<file path="src/rtl/matrix_loader.sv">
// Byte-serial operand loader: streams 16 A and 9 B bytes into shadow registers
// and commits them atomically to the parallel operand outputs.
module matrix_loader #(
    parameter int DATA_W = 8,
    parameter int A_N    = 16,
    parameter int B_N    = 9
) (
    input  logic                    clk,
    input  logic                    reset,
    input  logic                    start_i,
    input  logic                    abort_i,
    input  logic [DATA_W-1:0]       data_i,
    input  logic                    valid_i,
    output logic                    ready_o,
    output logic [A_N*DATA_W-1:0]   a_flat_o,
    output logic [B_N*DATA_W-1:0]   b_flat_o,
    output logic [4:0]              index_o,
    output logic                    busy_o,
    output logic                    done_capture
);

    typedef enum logic [1:0] {IDLE, LOAD_A, LOAD_B, DONE} state_t;

    localparam logic [4:0] LAST_A = 5'(A_N - 1);
    localparam logic [4:0] LAST   = 5'(A_N + B_N - 1);

    state_t            state, state_next;
    logic              accept;
    logic [DATA_W-1:0] shadow_a [A_N];
    // The last B byte never needs a shadow slot: it is merged directly at commit.
    logic [DATA_W-1:0] shadow_b [B_N-1];

    always_ff @(posedge clk or negedge reset) begin
        if (!reset) state <= IDLE;
        else        state <= state_next;
    end

    always_comb begin
        state_next   = state;
        ready_o      = 1'b0;
        busy_o       = 1'b0;
        done_capture = 1'b0;
        unique case (state)
            IDLE: begin
                if (start_i) state_next = LOAD_A;
            end
            LOAD_A: begin
                ready_o = 1'b1;
                busy_o  = 1'b1;
                if (abort_i)                          state_next = IDLE;
                else if (valid_i && index_o == LAST_A) state_next = LOAD_B;
            end
            LOAD_B: begin
                ready_o = 1'b1;
                busy_o  = 1'b1;
                if (abort_i)                        state_next = IDLE;
                else if (valid_i && index_o == LAST) state_next = DONE;
            end
            DONE: begin
                busy_o       = 1'b1;
                done_capture = 1'b1;
                state_next   = IDLE;
            end
            default: state_next = IDLE;
        endcase
    end

    assign accept = valid_i && ready_o && !abort_i;

    always_ff @(posedge clk or negedge reset) begin
        if (!reset) begin
            index_o  <= '0;
            a_flat_o <= '0;
            b_flat_o <= '0;
            for (int i = 0; i < A_N; i++)     shadow_a[i] <= '0;
            for (int i = 0; i < B_N - 1; i++) shadow_b[i] <= '0;
        end else if (state == IDLE) begin
            if (start_i) index_o <= '0;
        end else if ((state == LOAD_A || state == LOAD_B) && abort_i) begin
            index_o <= '0;
            for (int i = 0; i < A_N; i++)     shadow_a[i] <= '0;
            for (int i = 0; i < B_N - 1; i++) shadow_b[i] <= '0;
        end else if (accept) begin
            index_o <= index_o + 5'd1;
            if (state == LOAD_A) begin
                shadow_a[index_o[3:0]] <= data_i;
            end else if (index_o == LAST) begin
                for (int i = 0; i < A_N; i++)
                    a_flat_o[i*DATA_W +: DATA_W] <= shadow_a[i];
                for (int i = 0; i < B_N - 1; i++)
                    b_flat_o[i*DATA_W +: DATA_W] <= shadow_b[i];
                b_flat_o[(B_N-1)*DATA_W +: DATA_W] <= data_i;
            end else begin
                shadow_b[index_o[2:0]] <= data_i;
            end
        end
    end

endmodule

</file>
<file path="config.mk">
export PLATFORM = sky130hd
export DESIGN_NAME = matrix_loader
export DESIGN_NICKNAME = d
export VERILOG_FILES = /design/src/rtl/matrix_loader.sv
export SDC_FILE = /design/constraint.sdc
export NUM_CORES = 1
export LEC_CHECK = 0
export ABC_CLOCK_PERIOD_IN_PS = 2100
export CORE_AREA = 3 3 174 193
export CTS_CLUSTER_SIZE = 40
export DETAILED_ROUTE_END_ITERATION = 12
export DIE_AREA = 0 0 177 196
export PLACE_DENSITY = 0.75
export RECOVER_POWER = 50
export SKIP_CTS_REPAIR_TIMING = 1
export SYNTH_ARGS = -nofsm -noshare
export SYNTH_HDL_FRONTEND = slang
export SYNTH_SLANG_ARGS = --single-unit
export TNS_END_PERCENT = 30
</file>
<file path="constraint.sdc">
create_clock -name clk -period 2.1 [get_ports clk]
set_input_delay 0.21 -clock clk [delete_from_list [all_inputs] [get_ports clk]]
set_output_delay 0.21 -clock clk [all_outputs]
set_load 0.1 [all_outputs]
</file>
; Yosys cells after proc, flatten, opt, wreduce, memory -nomap -nowiden
; Index checks and enable logic that the tools add are counted.
[totals]
output_inout_bits = 208
register_bits = 399
wordCells = 94
[classes]
magnitude_cmp = 4
eq_ne = 10
bitwise_logic = 5
n_addsub = 1
reduce_logical = 20
muxes = 26
[ops]
columns = cell, count
row1 = $mux W128, 3
row2 = $mux W64, 4
row3 = $bwmux W128, 1
row4 = $bwmux W64, 1
row5 = $demux W8 S4, 1
row6 = $demux W8 S3, 1
row7 = $mux W5, 4
row8 = $mux W8, 2
row9 = $mux W2, 5
row10 = $pmux W2 S4, 1
row11 = $logic_and A1 B1 Y1, 7
row12 = $ne A3 B3 Y1 const B, 2
row13 = $reduce_and A3 Y1, 2
row14 = $add A5 B1 Y5 const B, 1
row15 = $eq A5 B4 Y1 const B, 1
row16 = $eq A5 B5 Y1 const B, 1
row17 = $ge A5 B5 Y1 const B, 1
row18 = $lt A5 B1 Y1 const B, 1
row19 = $not A4 Y5, 1
row20 = $reduce_and A5 Y1, 1
row21 = $eq A2 B2 Y1 const B, 2
row22 = $ge A4 B4 Y1 const B, 1
row23 = $lt A4 B1 Y1 const B, 1
row24 = $ne A2 B2 Y1 const B, 2
row25 = other kinds (14), 19

; Longest topological paths before layout
; Gate-level depths: netlist of run 1.
[depth]
ltp_word = 10
mapped_depth = 9
ltp_nobuf = 8

; Least setup slack after synthesis of run 1
; No wires, ideal clock.
[synth_timing]
path_type = reg-to-reg
start = register index_o[0]
end = register shadow_b[48] (netlist bit)
path_stages_with_launch = 9
slack_ps = -776
synth_period_minus_slack_ps = 2876
arrival_time_ps = 2808
setup_time_ps = 68
cell_sequence = dfrtp_1 clkbuf_1 inv_1 ha_1 buf_2 a311o_1 nand2b_4 nor2_1 a32o_1
[synth_between]
elab_chain_len = 10
word_cells_on_any_way = 14
cone_classes = order compare: 2 / eq/ne: 2 / mux: 7 / bitwise: 1 / reduce/logical: 2
[synth_rtl]
columns = item, line_no
row1 = "start, declared", 17  ; output logic [4:0] index_o,
row2 = "start signal, assigned", 84  ; index_o <= index_o + 5'd1;
row3 = $not A3 Y4 (not written as such), 94  ; shadow_b[index_o[2:0]] <= data_i;
row4 = $ge A4 B4 Y1 (not written as such) / $lt A4 B1 Y1 (equally long branches), 94
row5 = $logic_and A1 B1 Y1 (not written as such), 94
row6 = $mux W8 (not written as such), 94
row7 = $demux W8 S3, 94
row8 = $bwmux W64, 94
row9 = $mux W64, 87  ; end else if (index_o == LAST) begin
row10 = $mux W64, 85  ; if (state == LOAD_A) begin
row11 = $mux W64, 83  ; end else if (accept) begin
row12 = $mux W64, 79  ; end else if ((state == LOAD_A || state == LOAD_B) && abort_i) begin
row13 = "end signal, assigned by index", 94
row14 = "end, declared", 31  ; logic [DATA_W-1:0] shadow_b [B_N-1];
; Several ways; a longest one is shown, not always the timed one. The select of a mux whose other input is x is not followed.
; A chain may end at the register's enable or synchronous reset.

; Worst setup path after layout of run 1
[layout_timing]
start = register state[0]
end = register a_flat_o[95]
[layout_between]
elab_chain_len = 6
word_cells_on_any_way = 13
cone_classes = eq/ne: 2 / mux: 1 / bitwise: 3 / reduce/logical: 7
[layout_rtl]
columns = item, line_no
row1 = "start, declared", 27  ; state_t state, state_next;
row2 = "start signal, assigned", 35  ; else state <= state_next;
row3 = $eq A2 B1 Y1 / $eq A2 B2 Y1 (equally long branches), "43, 79, 85"
row4 = $reduce_or A2 Y1 (no line), --
row5 = $mux W1, 43  ; unique case (state)
row6 = $logic_and A1 B1 Y1 (2 in a row), 68  ; assign accept = valid_i && ready_o && !abort_i;
row7 = $reduce_and A5 Y1 (no line) *, --
row8 = "end signal, assigned by index", 89  ; a_flat_o[i*DATA_W +: DATA_W] <= shadow_a[i];
row9 = "end, declared", 15  ; output logic [A_N*DATA_W-1:0] a_flat_o,
; Every way passes the cells marked *; elsewhere a longest branch is shown, timed or not.

==> results of run 1 <==
metrics by stage:
step | utilization (%) | std cells | total power, mW | instance area (um^2) | setup WS [ns]
2_1_floorplan | - | 1028 | 10.5 | 15700 | -0.264
3_3_place_gp | 57.4 | 1695 | 11.8 | 18100 | -0.0150
3_5_place_dp | 57.4 | 1695 | 11.9 | 18100 | -0.0860
4_1_cts | 61.4 | 1765 | 18.8 | 19400 | -0.108
5_1_grt | 61.2 | 1767 | 19.5 | 19300 | -0.0795
6_report | 61.2 | 1767 | 18.7 | 19300 | 0.00241
layout by cell type, fill, tap and decap left out, types with 11 or more instances in the layout:
cell             count
mux2_4              30
a32o_1              32
clkbuf_2            20
o21ai_0             37
buf_4              246
nand2_1             64
clkbuf_1            12
clkdlybuf4s50_1     11
nand2_2             15
clkbuf_16           41
a22o_1              33
mux2_2             170
dfrtp_1            396
o2bb2ai_1           97
synthesized netlist by cell type (3+ instances only):
| master | count |
|---|---|
| inv_1 | 7 |
| dfrtp_1 | 399 |
| nand2b_1 | 3 |
| ha_1 | 10 |
| o2bb2ai_1 | 97 |
| buf_2 | 9 |
| mux2_2 | 200 |
| a22o_1 | 33 |
| nand2_1 | 77 |
| nor2_1 | 9 |
| o21ai_0 | 43 |
| clkbuf_1 | 25 |
| and2_1 | 3 |
| nor3b_1 | 4 |
| a32o_1 | 32 |
| nand2_2 | 3 |
| nand3b_1 | 7 |
| nand3_1 | 10 |
| or2_2 | 3 |
| buf_12 | 20 |
| o211ai_1 | 4 |
layout make-up:
cell class	count	area, um^2
diodes	1	2.50
clock inverters	17	131
inverters	7	33.8
clock buffers	53	1120
well taps	420	526
repair buffers	306	2420
flip-flops and latches	399	9990
fillers	2393	12300
multi-input cells	564	5080
kinds of logic (layout without fill, tap and decap cells):
family                     count (synthesis)  after routing  synth area share, %
and+or+nand+nor                          133            133                 4.39
muxes                                    202            202                 14.7
adders and majority gates                 10             10                0.811
other                                      0              1                    0
buffers and inverters                     65            383                 3.89
DFF                                      399            399                 64.7
AOI/OAI and AO/OA                        219            219                 11.5
sequential cells by signal, summed over array words and instances, names as in the netlist:
register,cells
a_flat_o,128
shadow_a,128
b_flat_o,72
shadow_b,64
index_o,5
state,2
power breakdown:
group	switching (mW)	total, mW	internal, mW
sequential	0.248	8.33	8.08
combinational	2.43	3.57	1.14
clock	2.92	6.81	3.89
worst max-delay path by stage:
| stage | endpoint | slack, ns |
|---|---|---|
| floorplan | state[1] | -0.26 |
| global placement | a_flat_o[66] | -0.02 |
| detailed placement | a_flat_o[66] | -0.09 |
| CTS | a_flat_o[66] | -0.11 |
| global route | a_flat_o[95] | -0.08 |
| finish | a_flat_o[95] | 0.002 |
worst max-delay path, stage by stage, from the launching register on:
cell       delay (ns)
dfrtp_1          0.41
inv_2            0.08
ha_4             0.29
nand4bb_4        0.14
nor4_4           0.23
buf_6            0.23
buf_12           0.21
mux2_2           0.36
layer usage:
| metal | vias to the layer above | routed length [um] | track usage [%] |
|---|---|---|---|
| met3 | 68 | 2310 | 3.85 |
| met1 | 5170 | 17000 | 32.7 |
| met4 | 0 | 1010 | 6.32 |
| met5 | - | 0 | 0 |
| met2 | 335 | 18500 | 34.9 |
| li1 | 4380 | - | - |
==> reports/metrics.csv, run 1 <==
stage,metric,value,unit
floorplan,Initial Utilization,48.9,%
timing,min Tclk post-route,2.10,ns
timing,final hold vios,0,
drt,ANT nets after route,0,
power_and_ir_drop,leakage,9.57,nW
final_layout,ratio of cells with drive above 1 in the final layout,44.4,%
synthesis,top_reg_cell synth,dfrtp_1,
critical_path,kind of start point of the critical path,flip-flop,
critical_path,Worst Setup SP,state[0],
cts,"Clk pin slew, worst setup/hold paths",0.06,ns
critical_path,Worst Path Required,2.50,ns
floorplan,die height,196,um
cts,clock latency on the worst-skew pair,0.52,ns
drt,Vias/cell,5.63,
cts,CTS H-tree depth,2,
place,Port Buf Inserts,220,
global_route,initial antenna violation count,1,
critical_path,r2r setup slk,0.002,ns
critical_path,CP Max Fanout,28,
synthesis,syn_nets,1051,
cts,Clock Sinks,399,
critical_path,FF-to-FF End,a_flat_o[95],
synthesis,Synth cell types,42,
timing,slew margin rel.,28.1,%
timing,fmax,477,MHz
timing,clk_skew,0.0138,ns
floorplan,Die W,177,um
drt,DR pass1 iterations,7,
place,Placer Congestion,0.797,
critical_path,kind of critical path,flip-flop to flip-flop,
timing,RSZ-0062 raised after global routing,yes,
critical_path,WP data arrival,2.49,ns
drt,vias,9953,
critical_path,CP Capture Type,flip-flop,
drt,wire per inst,21.9,um
synthesis,share of the synthesized area in the top cell type,64.7,%
synthesis,"EDFF count, synth",0,
floorplan,DIE AREA,34700,um^2
timing,worst slew pin tran,1.08,ns
synthesis,Synth area leader,dfrtp_1,
worst_hold_path,Hold Path Class,input port to asynchronous set/reset pin,
synthesis,"Cell Area, Synth",15400,um^2
drt,DR DRC count,0,
synthesis,sequential share of the synthesized area,64.7,%
place,placed wire-length estimate,25.9,mm
synthesis,Avg Synthesized Cell Area,15.0,um^2
synthesis,synth top area cells,"dfrtp_1, mux2_2, o2bb2ai_1",
synthesis,synthesized instance count,1028,
floorplan,FP Rows,68,
synthesis,Yosys warnings,0,
outcome,outcome,completed,
timing,max-slew violation count,0,
timing,Final setup viols,0,
global_route,vias in the first global route,10100,
power_and_ir_drop,pwr dens,969,nW/um^2
global_route,global-route wire length before repair,61.1,mm
run,max cap viols,0,
synthesis,register bit total from synthesis,399,
cts,TritonCTS buffer count,40,
critical_path,worst flop-to-flop path startpoint,state[0],
final_layout,fin nets,1341,
cts,root cell of the clock tree,clkbuf_16,
final_layout,"Area growth, synth to finish",25.1,%
global_route,GRT overflow,0,
timing,hold slack,0.456,ns
critical_path,Register-to-Register Path Depth,7,
power_and_ir_drop,VDD IR-drop max,0.000707,V
global_route,largest net degree at the start of global routing,78,
global_route,Total GRT Usage,22.4,%
timing,Fin Setup TNS,0,ns
cts,CTS tree,built,
floorplan,Core ar.,31600,um^2
timing,crit share post-route,99.9,%
synthesis,Synth async-reset ratio,100,%
drt,Iteration-0 DRC Markers,876,
cts,Max Root-Sink Buffers,3,
floorplan,IO Pins,221,
drt,drt total wl,38.8,mm
(Power assumes the default switching activity.)
==> run 2, diff against run 1 <==
Settings changed: SLEW_MARGIN set to 20.
==> results of run 2 <==
No change in the layout: final DEF, timing and power equal those of run 1.
==> run 3, diff against run 2 <==
Settings changed: CAP_MARGIN set to 40.
==> results of run 3 <==
No change in the layout: final DEF, timing and power equal those of run 1.
